$ cat config.mk
export PLATFORM = sky130hd
export DESIGN_NAME = pmem_loader
export DESIGN_NICKNAME = d
export VERILOG_FILES = /design/src/rtl/pmem_loader.sv
export SDC_FILE = /design/constraint.sdc
export NUM_CORES = 1
export LEC_CHECK = 0
export CAP_MARGIN = 20
export CORE_MARGIN = 3
export CORE_UTILIZATION = 57
export DETAILED_ROUTE_END_ITERATION = 7
export PLACE_DENSITY = 0.95
export REMOVE_ABC_BUFFERS = 1
export SLEW_MARGIN = 30
export SYNTH_ARGS = -nofsm -noshare
export SYNTH_HDL_FRONTEND = slang
export SYNTH_SLANG_ARGS = --single-unit
$ cat constraint.sdc
create_clock -name clk -period 5.56 [get_ports clk]
set_input_delay 0.834 -clock clk [delete_from_list [all_inputs] [get_ports clk]]
set_output_delay 0.834 -clock clk [all_outputs]
set_load 0.005 [all_outputs]
$ cat src/rtl/pmem_loader.sv
// Boot-time program loader: assembles a little-endian byte stream into 32-bit words,
// writes them to program memory from address 0 and holds the CPU in reset until done.
// Optional trailing checksum byte enabled by defining LOADER_CHECKSUM_EN.
module pmem_loader #(
    parameter int PC_WIDTH = 12
) (
    input  logic                clk,
    input  logic                rst,
    input  logic                start,
    input  logic                in_valid,
    input  logic [7:0]          in_data,
    output logic                in_ready,
    output logic                pmem_w_en,
    output logic [PC_WIDTH-1:0] pmem_addr,
    output logic [31:0]         pmem_w_data,
    output logic                cpu_rst,
    output logic                busy,
    output logic                done,
    output logic                error
);
    localparam int WW = PC_WIDTH - 2;
    localparam logic [16:0] MAX_WORDS = 17'(1) << WW;

    typedef enum logic [2:0] {
        IDLE     = 3'd0,
        S_LEN_LO = 3'd1,
        S_LEN_HI = 3'd2,
        S_DATA   = 3'd3,
        S_WRITE  = 3'd4,
        DONE     = 3'd5,
        ERR      = 3'd6
`ifdef LOADER_CHECKSUM_EN
        ,S_CSUM  = 3'd7
`endif
    } state_t;

    state_t      state;
    logic [7:0]  len_lo;
    logic [15:0] len;
    // one extra bit so a full-capacity load can count past the last word
    logic [WW:0] word_idx;
    logic [1:0]  byte_idx;
    logic [31:0] word_buf;
`ifdef LOADER_CHECKSUM_EN
    logic [7:0]  sum;
`endif

    logic        take;
    logic [15:0] len_rx;
    logic [16:0] next_cnt;

    assign take     = in_valid && in_ready;
    assign len_rx   = {in_data, len_lo};
    assign next_cnt = 17'(word_idx) + 17'd1;

    always_ff @(posedge clk or posedge rst) begin
        if (rst) begin
            state    <= IDLE;
            len_lo   <= '0;
            len      <= '0;
            word_idx <= '0;
            byte_idx <= '0;
            word_buf <= '0;
`ifdef LOADER_CHECKSUM_EN
            sum      <= '0;
`endif
        end else begin
            case (state)
                IDLE, DONE, ERR: begin
                    if (start) begin
                        state    <= S_LEN_LO;
                        word_idx <= '0;
                        byte_idx <= '0;
`ifdef LOADER_CHECKSUM_EN
                        sum      <= '0;
`endif
                    end
                end
                S_LEN_LO: begin
                    if (take) begin
                        len_lo <= in_data;
                        state  <= S_LEN_HI;
                    end
                end
                S_LEN_HI: begin
                    if (take) begin
                        len <= len_rx;
                        if ({1'b0, len_rx} > MAX_WORDS)
                            state <= ERR;
                        else if (len_rx == 16'd0)
`ifdef LOADER_CHECKSUM_EN
                            state <= S_CSUM;
`else
                            state <= DONE;
`endif
                        else
                            state <= S_DATA;
                    end
                end
                S_DATA: begin
                    if (take) begin
                        word_buf[{byte_idx, 3'b000} +: 8] <= in_data;
                        byte_idx <= byte_idx + 2'd1;
`ifdef LOADER_CHECKSUM_EN
                        sum      <= sum + in_data;
`endif
                        if (byte_idx == 2'd3)
                            state <= S_WRITE;
                    end
                end
                S_WRITE: begin
                    word_idx <= word_idx + 1'b1;
                    if (next_cnt == {1'b0, len})
`ifdef LOADER_CHECKSUM_EN
                        state <= S_CSUM;
`else
                        state <= DONE;
`endif
                    else
                        state <= S_DATA;
                end
`ifdef LOADER_CHECKSUM_EN
                S_CSUM: begin
                    if (take)
                        state <= (in_data == sum) ? DONE : ERR;
                end
`endif
                default: state <= IDLE;
            endcase
        end
    end

    // every output is a pure decode of registered state
    always_comb begin
        in_ready = 1'b0;
        case (state)
            S_LEN_LO, S_LEN_HI, S_DATA: in_ready = 1'b1;
`ifdef LOADER_CHECKSUM_EN
            S_CSUM:                     in_ready = 1'b1;
`endif
            default:                    in_ready = 1'b0;
        endcase
    end

    assign pmem_w_en   = (state == S_WRITE);
    assign pmem_addr   = {word_idx[WW-1:0], 2'b00};
    assign pmem_w_data = word_buf;
    assign cpu_rst     = (state != DONE);
    assign done        = (state == DONE);
    assign error       = (state == ERR);
    assign busy        = !((state == IDLE) || (state == DONE) || (state == ERR));

endmodule

==> Word level (Yosys, flattened, before mapping) <==
Index checks and enable logic that the tools add are counted.
Widths: inputs -> output; s select.
{ "totals": {"input_bits": 12, "output_inout_bits": 50, "word_cells": 59, "ff_bits": 72} }
{ "op_classes": {"reduce_logical": 16, "magnitude_cmp": 1, "n_mux": 16, "eq_ne": 14, "n_shift": 2, "n_addsub": 4} }
{ "op_table": {"columns": ["cell", "n"], "rows": [
  ["$bwmux 32", 1],
  ["$shift 8x7->32 const A", 1],
  ["$shiftx 8x7->32", 1],
  ["$mux 3", 8],
  ["$pmux 11 s2", 1],
  ["$eq 12x16->1", 1],
  ["$gt 16x11->1 const B", 1],
  ["$logic_not 16->1", 1],
  ["$pmux 3 s5", 1],
  ["$add 11x1->12 const B", 1],
  ["$add 11x1->11 const B", 1],
  ["$mux 11", 1],
  ["$ne 2x2->1 const B", 5],
  ["$eq 3x3->1 const B", 3],
  ["$reduce_and 2->1", 4],
  ["$neg 5->7", 1],
  ["$eq 3x2->1 const B", 2],
  ["$reduce_or 3->1", 2],
  ["$reduce_and 5->1", 1],
  ["$mux 2", 2],
  ["$pmux 2 s2", 1],
  ["$reduce_bool 2->1", 2],
  ["$eq 3x1->1 const B", 1],
  ["$logic_not 3->1", 1],
  ["other kinds (8)", 9]
]} }

==> Longest topological paths before layout <==
Gate-level depths: netlist of run 1.
{ "depth": {"ltp_word": 6, "depth_mapped": 8, "mapped_depth_nobuf": 7} }

==> Least setup slack after synthesis of run 1 <==
No wires, ideal clock.
{ "synth_timing": {"kind": "register to register", "start": "register word_idx[0]", "end": "register state[1]", "n_path_buf": 0, "period_less_slack_ns": 2.225, "stages_incl_launch_ff": 8, "required_time_ns": 5.436, "t_arrival_ns": 2.101, "setup_time_ns": 0.124, "setup_slack_ns": 3.335, "path_cell_list": "dfrtp_1 ha_1 nand2b_1 o211a_1 o32a_1 a2111o_1 a2111o_1 a211o_1"} }
{ "synth_between": {"elab_chain_cells": 4} }
{ "synth_lines": {"columns": ["item", "line_no", "text"], "rows": [
  ["start: declaration", "41", "logic [WW:0] word_idx;"],
  ["start signal: assignment", "112", "word_idx <= word_idx + 1'b1;"],
  ["$add 11x1->12", "54", "assign next_cnt = 17'(word_idx) + 17'd1;"],
  ["$eq 12x16->1", "113", "if (next_cnt == {1'b0, len})"],
  ["$mux 3", "113", null],
  ["$pmux 3 s5", "68", "case (state)"],
  ["end signal: assignment", "58", "state <= IDLE;"],
  ["end signal: assignment", "71", "state <= S_LEN_LO;"],
  ["end signal: assignment", "117", "state <= DONE;"],
  ["end: declaration", "37", "state_t state;"]
]} }
No other way between the ends.
A chain may end at the register's enable or synchronous reset.

==> Final worst setup path of run 1 <==
{ "layout_timing": {"start": "register state[0]", "end": "output pmem_w_en"} }
{ "layout_between": {"elab_chain_cells": 1} }
{ "layout_lines": {"columns": ["item", "line_no", "text"], "rows": [
  ["start signal: assignment", "58", null],
  ["start signal: assignment", "71", null],
  ["start signal: assignment", "82", "state <= S_LEN_HI;"],
  ["$eq 3x3->1", "145", "assign pmem_w_en = (state == S_WRITE);"],
  ["end: declaration", "13", "output logic pmem_w_en,"]
]} }
No other way between the ends.

==> results of run 1 <==
## cells in the mapped netlist, types with 5 or more instances
cell	instances	area share (%)
xnor2_1	9	2.1
ha_1	7	2.4
nor3_1	5	0.68
o31ai_1	7	1.4
nor4_1	5	0.85
mux2_2	21	6.4
inv_1	8	0.81
nor2_1	15	1.5
nand4_1	7	1.2
nand2_1	78	7.9
clkbuf_1	10	1.0
a21oi_1	8	1.1
nand3_1	5	0.68
dfrtp_1	72	49
buf_4	15	3.0
o21ai_0	48	6.5
## through the flow
step	area [µm²]	hold slack, ps
3_3_place_gp	4220	461
6_report	4440	483
4_1_cts	4400	487
3_5_place_dp	4220	470
5_1_grt	4440	505
2_1_floorplan	3520	458
## worst max-delay path, stage by stage, from the launching register on
cell             delay (ps)
dfrtp_1                 550
nor2_1                  270
nand2_1                 360
inv_1                   360
clkdlybuf4s50_1         560
## metal layers
metal | GRT usage, % | routed length (µm)
met4 | 9.63 | 230
met2 | 42.6 | 4760
met5 | 0 | 0
met3 | 4.85 | 377
met1 | 33.4 | 3940
## worst max-delay path by stage
stage | endpoint | cells after the start | slack, ps
after floorplan | byte_idx[0]$_DFFE_PP0P_ | 1 | 2900
after global placement | state[1]$_DFFE_PP0P_ | 7 | 2730
after detailed placement | state[1]$_DFFE_PP0P_ | 7 | 2600
after CTS | pmem_w_en | 4 | 2340
after global routing | pmem_w_en | 4 | 2150
final | pmem_w_en | 4 | 2290
## kinds of logic after synthesis
logic type	count (synthesis)	synth area share, %
fa+ha+maj	8	2.64
buf+inv	37	5.72
compound gates	81	13.1
mux	25	7.61
simple gates	143	19.3
flops	72	48.7
xor+xnor	12	2.84
other cells	1	0.101
## power breakdown
part | leakage [nW] | total, W | internal, W | switching (W)
logic | 0.775 | 0.000666 | 0.000339 | 0.000327
clock network | 0.0886 | 0.000390 | 0.000187 | 0.000203
registers | 0.945 | 0.000811 | 0.000664 | 0.000148
total | 1.81 | 0.00187 | 0.00119 | 0.000678
## flip-flops by register name, summed over array words and instances, names as in the netlist
register     flops
len_lo           8
state            3
byte_idx         2
len             16
word_idx        11
pmem_w_data     32
## final cells by class
type	instances	area (µm²)
Fill cell	400	1660
Timing Repair Buffer	62	626
Inverter	9	33.8
Tap cell	75	93.8
Clock inverter	4	28.8
Clock buffer	12	155
Sequential cell	72	1800
Multi-Input combinational cell	271	1700
==> results_dict.tcl, run 1 <==
set metrics [dict create \
    gp_congestion 0.829 \
    htreeDepth 3 \
    nNetsFinal 444 \
    diodes 0 \
    yosysSeqAreaShare_pct 48.7 \
    drv_slew 0 \
    die_area_um2 7490 \
    synth_cell_type_count 55 \
    finish.utilization_pct 72.8 \
    drtIter0Drc 240 \
    grt_pass1_wl_um 15000 \
    critPathRequiredTime_ps 4730 \
    firstDrtPassIters 5 \
    postCtsSetupRepairBufs 0 \
    yosys_register_bits 72 \
    cp-start-kind "register" \
    drive_gt1_share_pct 12.8 \
    die_w_um 86.5 \
    r2r-end "pmem_w_data[17]$_DFFE_PP0P_" \
    syn_area_per_cell_um2 9.76 \
    ys_warn_count 0 \
    arrival_ps 2440 \
    setup_slack_ps 2290 \
    ys.flop_type "dfrtp_1" \
    synth_cells 379 \
    rows 28 \
    via_per_inst 6.11 \
    antenna_found_initial 0 \
    fmax_mhz 306 \
    min_path_cells 2 \
    path_clk_slew_ps 80 \
    grt_max_degree 73 \
    place_inst 487 \
    numCtsBuffers 9 \
    status "completed" \
    period_share_pct 58.8 \
    hold_class "reg -> reg" \
    setup_viol 0 \
    overflow 0 \
    synth_edf_count 0 \
    fin_cells 505 \
    power.total_w 0.00187 \
    cts_hold_buf 0 \
    cts_tree "done" \
    reg2regPathDepth 5 \
    async_flop_share_pct 100 \
    maxCapViolCount 0 \
    drtAntennaViolNets 0 \
    finalCriticalPeriod_ps 3270 \
    initial_core_util_pct 60.7 \
    dp_slack_ps 2600 \
    io_pins 62 \
    hold_start "pmem_w_data[27]$_DFFE_PP0P_" \
    grtUsageTotal_pct 25.6 \
    path_max_fanout 15 \
    power_density_nw_per_um2 421 \
    crit_start "state[0]$_DFFE_PP0P_" \
    ir_drop_uv 323 \
    worst_slew_pin_slew_ps 963 \
    finalHoldViolCount 0 \
    clk-insertion-delay-late_ps 350 \
    min_to "pmem_w_data[27]$_DFFE_PP0P_" \
    clock_path_buffers 2 \
    cts_resized 0 \
    setup-tns-final_ps 0 \
    place_hpwl_um 6090 \
    wl_per_cell_um 18.4 \
    rsz0062_at_grt "false" \
    fp.dieH_um 86.5 \
    synthToLayoutAreaGrowth_pct 20.0 \
    core-area_um2 6100 \
    r2r-start "byte_idx[0]$_DFFE_PP0P_" \
    path_class "reg -> out" \
    reg2reg_setup_slack_ps 2940 \
    port_buffers 59 \
    root_buffer "clkbuf_8" \
    layout_commonest_cell "nand2_1" \
    vias 3086 \
    syn_area_um2 3700 \
    wl_um 9310 \
    layout_common_cells "nand2_1, dfrtp_1, clkdlybuf4s50_1" \
    grt_pass1_vias 3017 \
    leakage_nw 1.81 \
    cts_sinks 72 \
    relSlewSlack_pct 35.3 \
    worstSetupEndpointType "primary output" \
    drc 0 \
    skew_ps 12.3 \
]
(Power assumes the default switching activity.)
==> run 2, diff against run 1 <==
--- a/config.mk
+++ b/config.mk
@@ -7,9 +7,9 @@
 export LEC_CHECK = 0
 export CAP_MARGIN = 20
 export CORE_MARGIN = 3
-export CORE_UTILIZATION = 57
+export CORE_UTILIZATION = 53
 export DETAILED_ROUTE_END_ITERATION = 7
-export PLACE_DENSITY = 0.95
+export PLACE_DENSITY = 0.9
 export REMOVE_ABC_BUFFERS = 1
 export SLEW_MARGIN = 30
 export SYNTH_ARGS = -nofsm -noshare
==> constraint.sdc (replaced) <==
create_clock -name clk -period 3.1 [get_ports clk]
set_input_delay 0.465 -clock clk [delete_from_list [all_inputs] [get_ports clk]]
set_output_delay 0.465 -clock clk [all_outputs]
set_load 0.005 [all_outputs]
==> results_dict.tcl, run 2 (synthesized netlist as in run 1, its figures left out) <==
set metrics [dict create \
    status "completed" \
    synthToLayoutAreaGrowth_pct 21.6 \
    swShare_pct 35.6 \
    fmax_mhz 350 \
    leakage_nw 1.83 \
    worst_slew_pin_slew_ps 791 \
    io_pins 62 \
    wl_per_cell_um 16.4 \
    met1_usage_pct 31.9 \
    wl_um 8660 \
    root_buffer "clkbuf_8" \
    firstDrtPassIters 5 \
    arrival_ps 2390 \
    grt_pass1_vias 2805 \
    largest_reg_flops 32 \
    drc 0 \
    grt_pass1_wl_um 14200 \
    dp_slack_ps 651 \
    cp-start-kind "register" \
    clkPwrFrac_pct 22.1 \
    path_class "reg -> out" \
    via_per_inst 5.63 \
    hold_class "reg -> reg" \
    port_buffers 59 \
    grt_max_degree 43 \
    power.total_w 0.00339 \
    drive_gt1_share_pct 13.4 \
    grt-busiest-layer "met2" \
    grtUsageTotal_pct 23.4 \
    worstSetupEndpointType "primary output" \
    setup_viol 0 \
    drtIter0Drc 232 \
    nNetsFinal 448 \
    overflow 0 \
    comb_power_share_pct 35.2 \
    period_share_pct 92.2 \
    finalHoldViolCount 0 \
    cts_sinks 72 \
    die_area_um2 8010 \
    gp_congestion 0.953 \
    fp.dieH_um 89.5 \
    initial_core_util_pct 56.3 \
    place_hpwl_um 6100 \
    die_w_um 89.5 \
    rsz0062_at_grt "false" \
    met2_usage_pct 37.2 \
    vias 2967 \
    ir_drop_uv 494 \
    core-area_um2 6570 \
    switchingPower_w 0.00121 \
    layout_common_cells "nand2_1, dfrtp_1, clkdlybuf4s50_1" \
    drtAntennaViolNets 0 \
    grt_util_met3_pct 3.69 \
    power.internal_w 0.00219 \
    numCtsBuffers 9 \
    cts_hold_buf 0 \
    path_clk_slew_ps 80 \
    antenna_found_initial 0 \
    diodes 0 \
    path_max_fanout 15 \
    critPathRequiredTime_ps 2630 \
    power_density_nw_per_um2 755 \
    cts_resized 0 \
    skew_ps 10.6 \
    relSlewSlack_pct 47.3 \
    layout_commonest_cell "nand2_1" \
    clk-insertion-delay-late_ps 360 \
    finalCriticalPeriod_ps 2860 \
    htreeDepth 3 \
    clock_path_buffers 2 \
    whs_ps 484 \
    setup-tns-final_ps 0 \
    cts_tree "done" \
    setup_slack_ps 241 \
    pwr-share-seq_pct 42.7 \
    postCtsSetupRepairBufs 0 \
    rows 29 \
    drv_slew 0 \
    maxCapViolCount 0 \
]
[run 2: changes by cell type in the layout (fill, tap and decap cells not counted), sizes merged]
cell	before	now
clkbuf	12	10
clkinv	3	2
inv	8	10
buf	3	7
bufinv	0	1
[run 2: path summary, 6_finish.rpt]
| path | from | to | slack, ps | cells past startpoint |
|---|---|---|---|---|
| worst min register to register | pmem_w_data[28]$_DFFE_PP0P_ | pmem_w_data[28]$_DFFE_PP0P_ | 480 | 2 |
| max in group asynchronous | rst | word_idx[2]$_DFFE_PP0P_ | 1920 | 3 |
| worst max register to register | word_idx[0]$_DFFE_PP0P_ | state[1]$_DFFE_PP0P_ | 720 | 7 |
| worst max-delay path | state[0]$_DFFE_PP0P_ | pmem_w_en | 240 | 4 |
| worst min-delay path | pmem_w_data[28]$_DFFE_PP0P_ | pmem_w_data[28]$_DFFE_PP0P_ | 480 | 2 |
| min in group asynchronous | rst | pmem_w_data[31]$_DFFE_PP0P_ | 520 | 2 |
[run 2: critical path, stage by stage, from the launching register on]
cell             delay [ps]
dfrtp_1                 560
nor2_1                  280
nand2_1                 320
inv_1                   330
clkdlybuf4s50_1         550
[run 2: cell type report]
class                           count  area, µm²
Fill cell                         469       2070
Sequential cell                    72       1800
Multi-Input combinational cell    271       1690
Timing Repair Buffer               66        656
Clock buffer                       10        128
Tap cell                           93        116
Clock inverter                      6       67.6
Inverter                            9       33.8
[run 2: power groups by stage]
stage | registers, W | clock network (W) | logic [W]
final | 0.00145 | 0.000750 | 0.00119
after global routing | 0.00149 | 0.000786 | 0.00132
after detailed placement | 0.00146 | 0 | 0.00117
after CTS | 0.00145 | 0.000754 | 0.00118
after floorplan | 0.00139 | 0 | 0.000752
after global placement | 0.00144 | 0 | 0.00113
[run 2: metrics by stage]
step	instance area [µm²]	util, %	instances
floorplan	3520	-	352
global placement	4300	65.4	511
detailed placement	4300	65.4	511
CTS	4490	68.4	527
global route	4500	68.5	527
finish	4500	68.5	527
[run 2: layer usage]
layer | routed length (µm) | up-vias
met5 | 0 | -
met1 | 3800 | 1449
li1 | - | 1407
met2 | 4220 | 99
met3 | 506 | 12
met4 | 124 | 0
==> run 3, diff against run 2 <==
--- a/config.mk
+++ b/config.mk
@@ -6,9 +6,9 @@
 export NUM_CORES = 1
 export LEC_CHECK = 0
 export CAP_MARGIN = 20
-export CORE_MARGIN = 3
 export CORE_UTILIZATION = 53
 export DETAILED_ROUTE_END_ITERATION = 7
+export HOLD_SLACK_MARGIN = 0.1
 export PLACE_DENSITY = 0.9
 export REMOVE_ABC_BUFFERS = 1
 export SLEW_MARGIN = 30
==> results_dict.tcl, run 3 (synthesized netlist as in run 1, its figures left out) <==
set metrics [dict create \
    vias 2972 \
    gp_congestion 0.866 \
    nNetsFinal 444 \
    cts_hold_buf 0 \
    critPathRequiredTime_ps 2630 \
    arrival_ps 2410 \
    power_density_nw_per_um2 754 \
    rows 30 \
    setup_slack_ps 222 \
    io_pins 62 \
    hold_class "reg -> reg" \
    core-area_um2 6760 \
    reg2reg_setup_slack_ps 640 \
    die_w_um 85.5 \
    r2r-start "word_idx[0]$_DFFE_PP0P_" \
    status "completed" \
    path_class "reg -> out" \
    largest_reg_flops 32 \
    min_to "pmem_w_data[24]$_DFFE_PP0P_" \
    relSlewSlack_pct 39.2 \
    layout_commonest_cell "nand2_1" \
    whs_ps 488 \
    setup_viol 0 \
    setup-tns-final_ps 0 \
    grt_pass1_wl_um 14500 \
    path_clk_slew_ps 80 \
    root_buffer "clkbuf_8" \
    layout_common_cells "nand2_1, dfrtp_1, clkdlybuf4s50_1" \
    crit_start "state[0]$_DFFE_PP0P_" \
    leakage_nw 1.80 \
    wl_per_cell_um 17.2 \
    maxCapViolCount 0 \
    worstSetupEndpointType "primary output" \
    fp.dieH_um 85.5 \
    cts_sinks 72 \
    via_per_inst 5.83 \
    postCtsSetupRepairBufs 0 \
    cts_resized 0 \
    worst_slew_pin_slew_ps 910 \
    finalHoldViolCount 0 \
    r2r-end "state[1]$_DFFE_PP0P_" \
    drc 0 \
    cp_top_family "buffers and inverters" \
    finalCriticalPeriod_ps 2880 \
    cp-start-kind "register" \
    firstDrtPassIters 7 \
    placed_area_um2 4250 \
    clock_path_buffers 2 \
    path_max_fanout 15 \
    port_buffers 59 \
    worst_path_max_delay_cell "clkdlybuf4s50_1" \
    grt_max_degree 40 \
    critPathMaxStageDelay_ps 560 \
    rsz0062_at_grt "false" \
    final_cell_area_um2 4440 \
    place_hpwl_um 5950 \
    numCtsBuffers 9 \
    min_path_cells 2 \
    path_cells "nor2_1, nand2_1, inv_1, clkdlybuf4s50_1" \
    drv_slew 0 \
    dp_slack_ps 598 \
    critPathBufInv 2 \
    period_share_pct 92.8 \
    power.total_w 0.00335 \
    drtIter0Drc 169 \
    reg2regPathDepth 7 \
    diodes 0 \
    drive_gt1_share_pct 12.1 \
    grtUsageTotal_pct 25.8 \
    synthToLayoutAreaGrowth_pct 20.0 \
    ir_drop_uv 457 \
    clk-insertion-delay-late_ps 350 \
    grt_pass1_vias 2958 \
    overflow 0 \
    initial_core_util_pct 54.7 \
    fmax_mhz 347 \
    htreeDepth 3 \
    drtAntennaViolNets 0 \
    die_area_um2 7310 \
    wl_um 8780 \
    hold_start "pmem_w_data[24]$_DFFE_PP0P_" \
    antenna_found_initial 0 \
    skew_ps 10.2 \
    cts_tree "done" \
]
## run 3: cell types whose count changed in the layout (fill, tap and decap cells not counted), sizes merged
cell	previous run	this run
inv	10	8
clkinvlp	2	3
buf	7	3
clkbuf	10	11
## run 3: final cells by class
| type | count | area [µm²] |
|---|---|---|
| inverter | 9 | 33.8 |
| tap | 80 | 100 |
| fill | 518 | 2320 |
| multi-input combinational | 271 | 1690 |
| clock buffer | 11 | 131 |
| sequential | 72 | 1800 |
| timing repair buffer | 62 | 626 |
| clock inverter | 5 | 57.6 |
## run 3: worst max-delay path by stage
stage | endpoint | slack [ps] | cells past startpoint
after CTS | pmem_w_en | 220 | 4
after detailed placement | state[1]$_DFFE_PP0P_ | 600 | 7
final | pmem_w_en | 220 | 4
after global routing | pmem_w_en | 50 | 4
after floorplan | byte_idx[0]$_DFFE_PP0P_ | 810 | 1
after global placement | state[1]$_DFFE_PP0P_ | 700 | 7
## run 3: report_power, final
group	internal, W	leakage, nW	switching [W]	total, W
Sequential	0.00119	0.945	0.000272	0.00146
Clock	0.000371	0.0856	0.000363	0.000734
Combinational	0.000601	0.772	0.000551	0.00115
Total	0.00216	1.80	0.00119	0.00335
## run 3: routing by layer
metal  share of wire, %  vias up  global-route usage [%]
met4                1.8        0                    12.7
met2                 50       83                    42.1
met3                4.7       14                    5.10
met1                 44     1470                    33.1
li1                   -     1405                       -
met5                  0        -                       0
## run 3: tightest hold or removal path, stage by stage (launching register included)
cell and delay (ps):
dfrtp_1 350, nand2_1 50, o21ai_0 60
## run 3: per-stage QoR
step	utilization [%]	std cells
floorplan	-	352
global placement	62.9	494
detailed placement	62.9	494
CTS	65.7	510
global route	65.7	510
finish	65.7	510
